===== config.mk =====
export PLATFORM = sky130hd
export DESIGN_NAME = knn_topk_engine_flat
export DESIGN_NICKNAME = d
export VERILOG_FILES = /design/src/rtl/knn_topk_engine_if.sv /design/src/rtl/knn_topk_engine.sv /design/src/flat_wrapper.sv
export SDC_FILE = /design/constraint.sdc
export NUM_CORES = 1
export LEC_CHECK = 0
export CAP_MARGIN = 40
export CORE_MARGIN = 3
export CORE_UTILIZATION = 60
export CTS_CLUSTER_DIAMETER = 80
export DETAILED_ROUTE_END_ITERATION = 16
export PLACE_DENSITY = 0.94
export SETUP_SLACK_MARGIN = 0.02
export SYNTH_ARGS = -nofsm -noshare
export SYNTH_HDL_FRONTEND = slang
export SYNTH_SLANG_ARGS = --single-unit
export TNS_END_PERCENT = 30

===== constraint.sdc =====
create_clock -name clk -period 10.8 [get_ports clk]
set_input_delay 1.08 -clock clk [delete_from_list [all_inputs] [get_ports clk]]
set_output_delay 1.08 -clock clk [all_outputs]
set_load 0.005 [all_outputs]

===== src/rtl/knn_topk_engine_if.sv =====
// Bus bundle for knn_topk_engine: query start, search-vector stream, abort and result channel.
// Handshake rule for every channel: a beat transfers on the rising clk edge where valid and ready
// are both high; the producer holds valid and payload steady until then; ready never looks at valid.
interface knn_topk_engine_if #(
  parameter int ELEM_W  = 4,
  parameter int DIMS    = 16,
  parameter int NUM_VEC = 8,
  parameter int K       = 2
);
  localparam int IDX_W  = ($clog2(NUM_VEC) > 1) ? $clog2(NUM_VEC) : 1;
  localparam int DIST_W = 2 * ELEM_W + $clog2(DIMS);

  logic                     start_valid;
  logic                     start_ready;
  logic [ELEM_W*DIMS-1:0]   query;
  logic                     vec_valid;
  logic                     vec_ready;
  logic [ELEM_W*DIMS-1:0]   vec_data;
  logic                     clear;
  logic                     out_valid;
  logic                     out_ready;
  logic [K*IDX_W-1:0]       out_idx;
  logic [K*DIST_W-1:0]      out_dist;

  modport master (
    output start_valid, query, vec_valid, vec_data, clear, out_ready,
    input  start_ready, vec_ready, out_valid, out_idx, out_dist
  );

  modport slave (
    input  start_valid, query, vec_valid, vec_data, clear, out_ready,
    output start_ready, vec_ready, out_valid, out_idx, out_dist
  );
endinterface


===== src/rtl/knn_topk_engine.sv =====
// Streaming K-nearest-neighbour engine keeping a sorted top-K (index, distance) list per query.
// Define KNN_L1_EN for Manhattan distance; otherwise squared Euclidean distance is used.
module knn_topk_engine #(
  parameter int ELEM_W  = 4,
  parameter int DIMS    = 16,
  parameter int NUM_VEC = 8,
  parameter int K       = 2
) (
  input  logic               clk,
  input  logic               rst,
  knn_topk_engine_if.slave   bus,
  output logic [1:0]         dbg_state
);
  localparam int IDX_W  = ($clog2(NUM_VEC) > 1) ? $clog2(NUM_VEC) : 1;
  localparam int DIST_W = 2 * ELEM_W + $clog2(DIMS);
  localparam logic [IDX_W-1:0] LAST_IDX = IDX_W'(NUM_VEC - 1);

  if (K < 1 || K > NUM_VEC || NUM_VEC < 2) begin : g_bad_cfg
    $error("knn_topk_engine: requires NUM_VEC >= 2 and 1 <= K <= NUM_VEC");
  end

  typedef enum logic [1:0] {S_IDLE, S_LOAD, S_DRAIN, S_DONE} state_e;

  state_e                 state_q, state_d;
  logic [ELEM_W*DIMS-1:0] query_q, query_d;
  logic [IDX_W-1:0]       cnt_q, cnt_d;
  logic                   s1_valid_q, s1_valid_d;
  logic                   s1_last_q, s1_last_d;
  logic [DIST_W-1:0]      s1_dist_q, s1_dist_d;
  logic [IDX_W-1:0]       s1_idx_q, s1_idx_d;
  logic                   s2_done_q, s2_done_d;
  logic [DIST_W-1:0]      dist_q [K];
  logic [DIST_W-1:0]      dist_d [K];
  logic [IDX_W-1:0]       idx_q  [K];
  logic [IDX_W-1:0]       idx_d  [K];

  // Distance of the incoming beat against the stored query; the sum cannot overflow DIST_W.
  logic [DIST_W-1:0] vec_dist;
  logic [ELEM_W-1:0] elem_q, elem_v, elem_diff;
`ifndef KNN_L1_EN
  logic [2*ELEM_W-1:0] diff_ext;
`endif

  always_comb begin
    vec_dist  = '0;
    elem_q    = '0;
    elem_v    = '0;
    elem_diff = '0;
`ifndef KNN_L1_EN
    diff_ext  = '0;
`endif
    for (int j = 0; j < DIMS; j++) begin
      elem_q    = query_q[j*ELEM_W +: ELEM_W];
      elem_v    = bus.vec_data[j*ELEM_W +: ELEM_W];
      elem_diff = (elem_q > elem_v) ? (elem_q - elem_v) : (elem_v - elem_q);
`ifdef KNN_L1_EN
      vec_dist  = vec_dist + DIST_W'(elem_diff);
`else
      diff_ext  = {{ELEM_W{1'b0}}, elem_diff};
      vec_dist  = vec_dist + DIST_W'(diff_ext * diff_ext);
`endif
    end
  end

  // Insertion compare; the list is ascending so lt[] is a run of 0s followed by 1s.
  logic [K-1:0] lt;
  always_comb begin
    lt = '0;
    for (int s = 0; s < K; s++) lt[s] = (s1_dist_q < dist_q[s]);
  end

  always_comb begin
    state_d    = state_q;
    query_d    = query_q;
    cnt_d      = cnt_q;
    s1_valid_d = 1'b0;
    s1_last_d  = s1_last_q;
    s1_dist_d  = s1_dist_q;
    s1_idx_d   = s1_idx_q;
    s2_done_d  = s2_done_q;
    dist_d     = dist_q;
    idx_d      = idx_q;

    case (state_q)
      S_IDLE: if (bus.start_valid) begin
        query_d   = bus.query;
        cnt_d     = '0;
        s2_done_d = 1'b0;
        for (int s = 0; s < K; s++) begin
          dist_d[s] = '1;
          idx_d[s]  = '0;
        end
        state_d   = S_LOAD;
      end
      S_LOAD: if (bus.vec_valid) begin
        s1_valid_d = 1'b1;
        s1_dist_d  = vec_dist;
        s1_idx_d   = cnt_q;
        s1_last_d  = (cnt_q == LAST_IDX);
        cnt_d      = cnt_q + IDX_W'(1);
        if (cnt_q == LAST_IDX) state_d = S_DRAIN;
      end
      S_DRAIN: if (s2_done_q) state_d = S_DONE;
      S_DONE:  if (bus.out_ready) state_d = S_IDLE;
      default: state_d = S_IDLE;
    endcase

    // Stage 2: strict less-than insertion, so equal distances stay behind earlier indices.
    if (s1_valid_q) begin
      if (lt[0]) begin
        dist_d[0] = s1_dist_q;
        idx_d[0]  = s1_idx_q;
      end
      for (int s = 1; s < K; s++) begin
        if (lt[s]) begin
          dist_d[s] = lt[s-1] ? dist_q[s-1] : s1_dist_q;
          idx_d[s]  = lt[s-1] ? idx_q[s-1]  : s1_idx_q;
        end
      end
      if (s1_last_q) s2_done_d = 1'b1;
    end

    if (bus.clear) begin
      state_d    = S_IDLE;
      s1_valid_d = 1'b0;
      s2_done_d  = 1'b0;
    end
  end

  always_ff @(posedge clk or posedge rst) begin
    if (rst) begin
      state_q    <= S_IDLE;
      query_q    <= '0;
      cnt_q      <= '0;
      s1_valid_q <= 1'b0;
      s1_last_q  <= 1'b0;
      s1_dist_q  <= '0;
      s1_idx_q   <= '0;
      s2_done_q  <= 1'b0;
      for (int s = 0; s < K; s++) begin
        dist_q[s] <= '0;
        idx_q[s]  <= '0;
      end
    end else begin
      state_q    <= state_d;
      query_q    <= query_d;
      cnt_q      <= cnt_d;
      s1_valid_q <= s1_valid_d;
      s1_last_q  <= s1_last_d;
      s1_dist_q  <= s1_dist_d;
      s1_idx_q   <= s1_idx_d;
      s2_done_q  <= s2_done_d;
      dist_q     <= dist_d;
      idx_q      <= idx_d;
    end
  end

  assign bus.start_ready = (state_q == S_IDLE);
  assign bus.vec_ready   = (state_q == S_LOAD);
  assign bus.out_valid   = (state_q == S_DONE);
  assign dbg_state       = state_q;

  for (genvar s = 0; s < K; s++) begin : g_pack
    assign bus.out_idx[s*IDX_W +: IDX_W]    = idx_q[s];
    assign bus.out_dist[s*DIST_W +: DIST_W] = dist_q[s];
  end
endmodule

===== src/flat_wrapper.sv =====
// flat-port wrapper written by rule: the top's interface ports become plain ports
module knn_topk_engine_flat 
#(
  parameter int ELEM_W  = 4,
  parameter int DIMS    = 16,
  parameter int NUM_VEC = 8,
  parameter int K       = 2
)
  (clk, rst, dbg_state, bus_start_valid, bus_query, bus_vec_valid, bus_vec_data, bus_clear, bus_out_ready, bus_start_ready, bus_vec_ready, bus_out_valid, bus_out_idx, bus_out_dist);
  knn_topk_engine_if #(.ELEM_W(ELEM_W), .DIMS(DIMS), .NUM_VEC(NUM_VEC), .K(K)) bus_i ();
  input  logic clk;
  input  logic rst;
  output logic [1:0] dbg_state;
  input wire logic [$bits(bus_i.start_valid)-1:0] bus_start_valid;
  input wire logic [$bits(bus_i.query)-1:0] bus_query;
  input wire logic [$bits(bus_i.vec_valid)-1:0] bus_vec_valid;
  input wire logic [$bits(bus_i.vec_data)-1:0] bus_vec_data;
  input wire logic [$bits(bus_i.clear)-1:0] bus_clear;
  input wire logic [$bits(bus_i.out_ready)-1:0] bus_out_ready;
  output wire logic [$bits(bus_i.start_ready)-1:0] bus_start_ready;
  output wire logic [$bits(bus_i.vec_ready)-1:0] bus_vec_ready;
  output wire logic [$bits(bus_i.out_valid)-1:0] bus_out_valid;
  output wire logic [$bits(bus_i.out_idx)-1:0] bus_out_idx;
  output wire logic [$bits(bus_i.out_dist)-1:0] bus_out_dist;
  assign bus_i.start_valid = bus_start_valid;
  assign bus_i.query = bus_query;
  assign bus_i.vec_valid = bus_vec_valid;
  assign bus_i.vec_data = bus_vec_data;
  assign bus_i.clear = bus_clear;
  assign bus_i.out_ready = bus_out_ready;
  assign bus_start_ready = bus_i.start_ready;
  assign bus_vec_ready = bus_i.vec_ready;
  assign bus_out_valid = bus_i.out_valid;
  assign bus_out_idx = bus_i.out_idx;
  assign bus_out_dist = bus_i.out_dist;
  knn_topk_engine #(.ELEM_W(ELEM_W), .DIMS(DIMS), .NUM_VEC(NUM_VEC), .K(K)) u_core (.clk(clk), .rst(rst), .bus(bus_i), .dbg_state(dbg_state));
endmodule

==> impl_metrics.json <==
{
  "setup_tns_ps": 0,
  "cpMaxStageDelayCell": "clkdlybuf4s50_1",
  "cts_tree": "yes",
  "grt_pass1_wl_um": 67000,
  "yosys-top-cells-area": "fa_1, ha_1, dfrtp_1, inv_1, nand2_1",
  "clock_skew_ps": 22.7,
  "cts_buffer_depth": 2,
  "synth_most_common_cell": "inv_1",
  "initial_core_util_pct": 62.0,
  "grt_max_degree": 71,
  "firstDrtPassIters": 5,
  "core_um2": 27300,
  "grt.busiest_layer": "met2",
  "syn_avg_cell_area_um2": 9.24,
  "grt_use_met1_pct": 31.1,
  "ant_nets": 0,
  "drcViolationCount": 0,
  "drive_gt1_share_pct": 4.09,
  "start_kind": "primary input",
  "crit_required_ps": 11090,
  "dp_hpwl_um": 32400,
  "cts_buffers": 17,
  "setup_viol": 0,
  "cts-root-buf": "clkbuf_16",
  "gr-total-overflow": 0,
  "cp_data_arrival_time_ps": 10560,
  "grt.total_usage_pct": 27.0,
  "synthArstFlopShare_pct": 100,
  "fin_cells": 2379,
  "drtIter0Drc": 696,
  "cpMostUsedCell": "fa_1",
  "synth.distinct_cells": 64,
  "synth_fp_nets": 2448,
  "min_period_ps": 10270,
  "crit_fanout": 4,
  "diodes": 0,
  "rsz0062_at_grt": "no",
  "synth_top_cell_by_area": "fa_1",
  "holdCritPathClass": "flop to flop",
  "place_inst": 2348,
  "use_met3_pct": 5.72,
  "wl_per_cell_um": 16.7,
  "criticalPathCategory": "primary input to flop",
  "die_x_um": 174,
  "port_buffers": 168,
  "fmax_mhz": 97.4,
  "crit_end": "u_core.s1_dist_q[10]$_DFFE_PP0P_",
  "die_area_um2": 30300,
  "clkLatencyLatePin_ps": 450,
  "holdWs_ps": 484,
  "htreeDepth": 4,
  "max_stage_delay_ps": 560,
  "num_vias": 13000,
  "status": "completed",
  "netlist_area_um2": 16900,
  "r2r_cells": 36,
  "clkTransAtPathRegs_ps": 70,
  "synthCells": 1834,
  "synth-edff-count": 0,
  "cap_viol_max_count": 0,
  "die_h_um": 174,
  "synthTopCellsByCount": "inv_1, ha_1, fa_1, nand2_1, dfrtp_1",
  "synth_top_area_share_pct": 24.5,
  "drt_wl_total_um": 39800,
  "routabilityCongestion": 0.869,
  "use_met2_pct": 48.9,
  "ctsResizeCount": 0,
  "cp-startpoint": "bus_vec_data[1]",
  "post-route-period-util_pct": 95.1,
  "grt_pass1_vias": 14500,
  "fillers": 1934,
  "avgViaCountPerCell": 5.46,
  "clock_sinks": 117,
  "worst_pin_slew_ps": 892,
  "hold_viol_final": 0,
  "area_growth_syn_to_layout_pct": 15.5,
  "row_count": 60,
  "drv_slew": 0,
  "post-route-util_pct": 71.6,
  "relSlewSlack_pct": 40.5,
  "cts_setup_buffers": 0,
  "ys_seq_area_share_pct": 17.3,
  "yosysWarnings": 0,
  "antenna_found_initial": 0,
  "ios": 169,
  "ys.flop_type": "dfrtp_1",
  "r2r-end": "u_core.s1_dist_q[10]$_DFFE_PP0P_",
  "worstSetupEndpointType": "flop",
  "r2r_setup_slack_ps": 1230,
  "r2r-start": "u_core.query_q[4]$_DFFE_PP0P_",
  "ctsHoldBuffers": 0,
  "fin_nets": 2609,
  "ys_ff_latch": 117
}
-- cells in the final DEF (no fill, tap or decap), drive strengths merged, types with 4 or more instances in the layout --
cell type	Yosys	final
o211ai	4	4
and2	16	16
clkinv	0	4
nor2	88	88
mux2i	51	51
nand2b	23	23
a21o	49	49
nor3	13	13
a41oi	14	14
mux2	7	7
xnor2	30	30
and4	5	5
o21ai	103	103
o21bai	8	8
or2	9	9
nand2	143	143
ha	273	273
inv	467	472
nor4b	4	4
nand3	14	14
buf	10	5
dfrtp	117	117
clkdlybuf4s50	0	168
clkbuf	21	19
a21oi	75	75
nor2b	8	8
a31oi	13	13
a211oi	5	5
xor2	23	23
fa	207	207
-- through the flow --
stage | cell area (um^2) | setup WS [ps]
after detailed placement | 19000 | 74.3
after global routing | 19600 | 24.0
after global placement | 19000 | 388
after CTS | 19600 | 544
final | 19600 | 528
after floorplan | 16900 | 1150
-- cells by family (layout without fill, tap and decap cells) --
family / Yosys count / count (layout) / synth area share [%]
XOR/XNOR: 53 / 53 / 3.01
multiplexers: 58 / 58 / 3.48
AO/OA/AOI/OAI: 293 / 293 / 11.4
buffers and inverters: 498 / 671 / 11.1
AND/OR/NAND/NOR: 335 / 335 / 9.04
flip-flops: 117 / 117 / 17.3
adder cells (fa/ha/maj): 480 / 480 / 44.6
-- worst max-delay path, delay by kind of cell --
kind	cells	cell delay (ps)
fa+ha+maj	14	6310
xor+xnor	2	440
buf+inv	9	1020
mux	1	200
compound gates	7	1190
simple gates	2	310
-- cell type report --
cell class | count | area [um^2] | share of cell area (%)
Tap cell | 372 | 465 | 2.38
Multi-Input combinational cell | 1219 | 12100 | 62.0
Clock inverter | 12 | 120 | 0.614
Timing Repair Buffer | 173 | 1730 | 8.82
Sequential cell | 117 | 2930 | 15.0
Inverter | 467 | 1760 | 8.97
Clock buffer | 19 | 443 | 2.26
-- metal layers --
metal  vias to the layer above  part of all wire [%]
met5                         -                     0
li1                       6089                     -
met4                         0                   3.3
met1                      6411                    39
met2                       386                    52
met3                       104                   5.1
-- sequential cells by signal, summed over array words and instances (netlist names) --
name,flops
u_core.s1_idx_q,3
u_core.bus.out_dist,24
u_core.dbg_state,2
u_core.bus.out_idx,6
u_core.s2_done_q,1
u_core.s1_dist_q,12
u_core.cnt_q,3
u_core.s1_last_q,1
u_core.s1_valid_q,1
u_core.query_q,64
-- worst min path at each step --
stage / start / endpoint / cells past startpoint
floorplan: u_core.query_q[11]$_DFFE_PP0P_ / u_core.query_q[11]$_DFFE_PP0P_ / 2
global placement: u_core.query_q[43]$_DFFE_PP0P_ / u_core.query_q[43]$_DFFE_PP0P_ / 2
detailed placement: u_core.query_q[59]$_DFFE_PP0P_ / u_core.query_q[59]$_DFFE_PP0P_ / 2
CTS: u_core.query_q[59]$_DFFE_PP0P_ / u_core.query_q[59]$_DFFE_PP0P_ / 2
global route: u_core.query_q[59]$_DFFE_PP0P_ / u_core.query_q[59]$_DFFE_PP0P_ / 2
finish: u_core.query_q[59]$_DFFE_PP0P_ / u_core.query_q[59]$_DFFE_PP0P_ / 2
Power is not shown: default switching activity piles up to over one toggle a cycle in this logic, so the estimate is an artifact.
